### config.mk
export PLATFORM = sky130hd
export DESIGN_NAME = mm_bit_serializer
export DESIGN_NICKNAME = d
export VERILOG_FILES = /design/src/rtl/mm_pkg.sv /design/src/rtl/mm_bit_serializer.sv
export SDC_FILE = /design/constraint.sdc
export NUM_CORES = 1
export LEC_CHECK = 0
export BUFFER_PORTS_ARGS = -buffer_cell sky130_fd_sc_hd__buf_2
export CAP_MARGIN = 20
export CORE_MARGIN = 2
export CORE_UTILIZATION = 47
export CTS_CLUSTER_SIZE = 8
export DETAILED_ROUTE_END_ITERATION = 6
export PLACE_DENSITY = 0.71
export SLEW_MARGIN = 0
export SYNTH_ARGS = -nofsm -noshare
export SYNTH_HDL_FRONTEND = slang
export SYNTH_SLANG_ARGS = --single-unit
### constraint.sdc
create_clock -name clk -period 1.45 [get_ports clk]
set_input_delay 0.145 -clock clk [delete_from_list [all_inputs] [get_ports clk]]
set_output_delay 0.145 -clock clk [all_outputs]
set_load 0.02 [all_outputs]
### src/rtl/mm_pkg.sv
// Shared types for the serial run-detector datapath: the serializer FSM
// state and the default word width used by the feeder stage.
package mm_pkg;

  typedef enum logic [0:0] {
    SER_IDLE,
    SER_SHIFT
  } ser_state_t;

  localparam int MM_WORD_W = 8;

endpackage

### src/rtl/mm_bit_serializer.sv
// Parallel-to-serial feeder: accepts words on a valid/ready handshake and
// emits one bit per unpaused cycle, with dout_cen qualifying each bit.
module mm_bit_serializer
  import mm_pkg::*;
#(
  parameter int WIDTH     = MM_WORD_W,
  parameter bit MSB_FIRST = 1'b1
) (
  input  logic             clk,
  input  logic             resetn,
  input  logic             in_valid,
  output logic             in_ready,
  input  logic [WIDTH-1:0] in_data,
  input  logic             pause,
  output logic             dout_bit,
  output logic             dout_cen,
  output logic             last_bit,
  output logic             busy
);

  localparam int CW = $clog2(WIDTH);
  localparam logic [CW-1:0] CNT_LAST = CW'(WIDTH - 1);

  ser_state_t       state_q, state_d;
  logic [WIDTH-1:0] sreg_q, sreg_d;
  logic [CW-1:0]    cnt_q, cnt_d;
  logic [WIDTH-1:0] sreg_shifted;
  logic             head_bit;
  logic             accept;

  // Shift toward whichever end is currently presented on dout_bit.
  assign sreg_shifted = MSB_FIRST ? {sreg_q[WIDTH-2:0], 1'b0}
                                  : {1'b0, sreg_q[WIDTH-1:1]};
  assign head_bit     = MSB_FIRST ? sreg_q[WIDTH-1] : sreg_q[0];

  assign busy     = (state_q == SER_SHIFT);
  assign dout_bit = busy & head_bit;
  assign dout_cen = busy & ~pause;
  assign last_bit = dout_cen & (cnt_q == CNT_LAST);
  // in_ready depends combinationally on pause through last_bit.
  assign in_ready = (state_q == SER_IDLE) | last_bit;
  assign accept   = in_valid & in_ready;

  always_comb begin
    state_d = state_q;
    sreg_d  = sreg_q;
    cnt_d   = cnt_q;
    if (dout_cen) begin
      if (cnt_q == CNT_LAST) begin
        state_d = SER_IDLE;
        sreg_d  = '0;
        cnt_d   = '0;
      end else begin
        sreg_d = sreg_shifted;
        cnt_d  = cnt_q + CW'(1);
      end
    end
    // A reload on the final bit overrides the drain, keeping the stream gapless.
    if (accept) begin
      state_d = SER_SHIFT;
      sreg_d  = in_data;
      cnt_d   = '0;
    end
  end

  always_ff @(posedge clk) begin
    if (!resetn) begin
      state_q <= SER_IDLE;
      sreg_q  <= '0;
      cnt_q   <= '0;
    end else begin
      state_q <= state_d;
      sreg_q  <= sreg_d;
      cnt_q   <= cnt_d;
    end
  end

endmodule

Word level (Yosys, flattened, before mapping)
Index checks and enable logic that the tools add are counted.
{ "totals": {"out_inout_bits": 5, "wordCells": 24, "reg_bits": 12, "input_bits": 12} }
{ "classes": {"muxes": 7, "eq_ne": 1, "n_addsub": 1, "n_bitwise": 8, "n_reduce_logical": 4} }
{ "ops": {"columns": ["cell", "n"], "rows": [
  ["8-bit two-way mux", 3],
  ["1-bit AND", 4],
  ["2-bit nonzero test", 2],
  ["3-bit by 1-bit adder with 3-bit output, second input constant", 1],
  ["3-bit equality test, second input constant", 1],
  ["1-bit two-way mux", 3],
  ["3-bit two-way mux", 1],
  ["1-bit inverter", 3],
  ["2-bit AND reduction", 1],
  ["2-bit OR reduction", 1],
  ["1-bit OR", 1]
]} }

Longest topological paths before layout
{ "logic_depth": {"depth_word": 7, "ltp_mapped": 6, "depth_no_buf": 5} }

Worst setup path after synthesis
No wires, ideal clock.
{ "synth_path": {"kind": "reg-to-reg", "start": "register cnt_q[0]", "end": "register sreg_q[7]", "path_buffers": 1, "synth_period_minus_slack_ns": 1.341, "arrival_ns": 1.224, "path_slack_ns": 0.109, "required_ns": 1.333, "stages_incl_launch_ff": 7, "path_cell_list": "dfxtp_1 > ha_1 > ha_1 > buf_2 > nand3_1 > o21ai_0 > a22o_2"} }
{ "synth_via": {"elab_chain_cells": 5, "elab_cells_between_ends": 8, "classes_between": "1 x eq/ne; 3 x mux; 3 x bitwise; 1 x reduce/logical"} }
{ "synth_rtl": {"columns": ["element", "line", "text"], "rows": [
  ["start: declaration", "mm_bit_serializer.sv:26", "logic [CW-1:0] cnt_q, cnt_d;"],
  ["start signal: assignment", "mm_bit_serializer.sv:74", "cnt_q <= cnt_d;"],
  ["3-bit equality test (*)", "mm_bit_serializer.sv:39, mm_bit_serializer.sv:49", null],
  ["1-bit AND", "mm_bit_serializer.sv:39", "assign last_bit = dout_cen & (cnt_q == CNT_LAST);"],
  ["1-bit OR", "mm_bit_serializer.sv:41", "assign in_ready = (state_q == SER_IDLE) | last_bit;"],
  ["1-bit AND", "mm_bit_serializer.sv:42", "assign accept = in_valid & in_ready;"],
  ["8-bit two-way mux or 2-bit nonzero test (tied branches)", null, null],
  ["end signal: assignment", "mm_bit_serializer.sv:73", "sreg_q <= sreg_d;"],
  ["end: declaration", "mm_bit_serializer.sv:25", "logic [WIDTH-1:0] sreg_q, sreg_d;"]
]} }
Mark *: on every way between the ends. The rest lies on a longest branch, timed or not. The select of a mux whose other input is x is not followed.
A chain may end at the register's enable or synchronous reset.

Worst setup path after layout
{ "layout_path": {"start": "register cnt_q[0]", "end": "output port in_ready"} }
{ "layout_via": {"elab_chain_cells": 3} }
{ "layout_rtl": {"columns": ["element", "line", "text"], "rows": [
  ["3-bit equality test", "mm_bit_serializer.sv:39", null],
  ["1-bit AND", "mm_bit_serializer.sv:39", null],
  ["1-bit OR", "mm_bit_serializer.sv:41", null],
  ["end: declaration", "mm_bit_serializer.sv:12", "output logic in_ready,"]
]} }
Every way passes these cells.

==> flow_summary.yaml <==
synthesis:
  synth.distinct_cells: 23
  synth_top_cell_area_share: 0.301
  synth_xor_area_frac: 0
  seq_area_frac_synth: 0.301
  avgSynthCellArea_sq_um: 8.39
  synth_top_family_by_area: "simple AND/OR/NAND/NOR gates"
  yosysTopAreaCell: "dfxtp_1"
  synthCells: 95
  synthSimpleGateAreaFrac: 0.240
  muxShareOfSynthArea: 0.126
  ys_ff_latch: 12
  syn_nets: 109
  synthAdderAreaFrac: 0.0314
  synthTopCellsByArea: "dfxtp_1 (30%), mux2i_1 (13%), nand3_1 (8.8%)"
  yosys_warnings: 0
  synth_compound_gate_area_share: 0.207
  synth_area_sq_um: 797
worst_setup_path:
  rr_endpoint: "sreg_q[2]"
  r2r-start: "cnt_q[0]"
  cp-end-kind: "output port"
  criticalPathCategory: "reg -> out"
  cp.arrival_ns: 1.24
  reg2reg_depth: 6
  cp-start-kind: "flip-flop"
  path_max_fanout: 4
  cp.required_ns: 1.31
  rrSetupSlack_ns: 0.10
sta:
  layout_min_cycle_time_ns: 1.39
  clock.fmax_mhz: 720
  skew_ns: 0.000631
  hold_viol: 0
  worstMarginPinSlew_ns: 0.506
  report.final.slew_viol_count: 0
  slew-limit-headroom: 0.662
  finalSetupViolCount: 0
  min_period_over_period: 0.958
clock_tree:
  cts_tree: "built"
  clock_latency_ns: 0.27
  cts_made_buffers: 3
  cts_root_buf: "clkbuf_4"
  cts.htree.levels: 1
  clkSinkCount: 12
  hold_buffers: 0
  cts_buffer_depth: 2
  clk_pin_slew_ns: 0.07
routing:
  drc_errors: 0
  drtPass1Iterations: 4
  wl_met1_um: 807
  viasPerCell: 5.80
  wl_met2_um: 713
  drt_iter0_markers: 16
  vias: 719
  routedWlPerCell_um: 13.3
  route.top_layer_used: "met4"
  totalWireLength_um: 1650
  antenna_left: 0
  wl_met3_um: 114
final_layout:
  nets: 124
  final_area_sq_um: 920
  regArea_sq_um: 243
  final_common_cell: "buf_2"
  fill_cells: 144
  multi_input_area_sq_um: 514
  instances_no_fill: 124
  postLayoutCoreUtil: 0.597
  final_cell_mix: "buf_2 (15), nand3_1 (14), o21ai_0 (13)"
  drive_above_1_share: 0.287
  synthToLayoutAreaGrowth_pct: 15.4
  insertedDiodeCount: 0
global_route:
  grt_overflow: 0
  grt_pass1_vias: 586
  antenna_found_initial: 0
  grt_usage: 0.178
  grt_pass1_wl_um: 2590
  grt_max_degree: 26
pwr:
  max-vdd-ir-drop_mv: 0.700
  p_per_area_mw_per_mm2: 766
  leakage_nw: 0.373
  total_power_w: 0.000705
status:
  status: "complete, no violations"
floorplan:
  ios: 17
  core_sq_mm: 0.00154
  start_util: 0.517
  die_area_sq_mm: 0.00204
  rows: 14
  chipHeight_um: 45.2
  die_w_um: 45.2
worst_hold_path:
  holdPathStages: 4
  min_from: "in_data[1]"
  whs_endpoint: "sreg_q[1]"
  hold_path.class: "in -> reg"
place:
  detailed_place.area_sq_um: 841
  dp_cells: 119
  gp_congestion: 0.747
  io_buffers: 16
job:
  max_cap_violations: 0
## worst max-delay path, stage by stage, from the launching register on
cell      delay, ns
dfxtp_2        0.35
ha_4           0.17
ha_4           0.17
nand2b_4       0.08
nand2_1        0.07
buf_6          0.14
## flip-flops by register name, summed over array words and instances, names as in the netlist
signal,flops
cnt_q,3
sreg_q,8
busy,1
## Yosys cell counts
library cell,instances
dfxtp_1,12
and2_1,3
nand2_1,10
buf_6,3
nand2b_1,1
a21boi_0,1
nor2b_1,3
a21oi_1,1
a22o_1,6
buf_2,3
o221ai_1,1
clkbuf_1,2
mux2i_1,10
nand3_1,14
inv_1,1
a22o_2,1
nor2_1,1
o21ai_0,13
buf_4,2
nor3b_1,3
nor2b_4,1
ha_1,2
o32ai_2,1
## how the worst max path moves through the flow
stage             start   endpoint  slack [ns]  cells past startpoint
2_1_floorplan  cnt_q[0]  sreg_q[7]        0.11                      6
3_3_place_gp   cnt_q[0]  sreg_q[3]        0.07                      6
3_5_place_dp   cnt_q[0]  sreg_q[2]        0.03                      6
4_1_cts        cnt_q[0]   in_ready       0.002                      5
5_1_grt        cnt_q[0]   in_ready       -0.01                      5
6_report       cnt_q[0]   in_ready        0.06                      5
## logic make-up (layout without fill, tap and decap cells)
logic type,Yosys count,after routing
DFF,12,12
buffers and inverters,11,24
muxes,10,10
adders and majority gates,2,2
AOI/OAI and AO/OA,24,24
and+or+nand+nor,36,36
## metrics by stage
stage	hold WS, ns	worst slack (ns)	TNS, ns
finish	0.236	0.0603	0
global route	0.242	-0.0145	-0.0145
CTS	0.234	0.00249	0
detailed placement	0.523	0.0328	0
global placement	0.517	0.0676	0
floorplan	0.278	0.109	0
## per-layer routing
| metal | track usage | up-vias |
|---|---|---|
| met5 | 0 | - |
| met4 | 0.0529 | 0 |
| met1 | 0.251 | 328 |
| li1 | - | 367 |
| met2 | 0.257 | 22 |
| met3 | 0.0600 | 2 |
## cell type report
type                       instances  area share
tap                               16      0.0218
inverter                           1     0.00408
clock buffer                       3      0.0245
sequential                        12       0.264
timing repair buffer              20       0.127
multi-input combinational         72       0.559
## power breakdown
group | switching (W) | leakage (nW) | total, W | internal, W
registers | 0.0000144 | 0.0993 | 0.000362 | 0.000348
clock network | 0.000109 | 0.0138 | 0.000205 | 0.0000961
logic | 0.0000749 | 0.260 | 0.000138 | 0.0000631
## what timing repair did
item,in CTS,in global routing
gates resized for setup,3,6
setup buffers,1,1
cloned,0,0
setup endpoints to repair,2,8
Power figures use the tool's default switching activity.
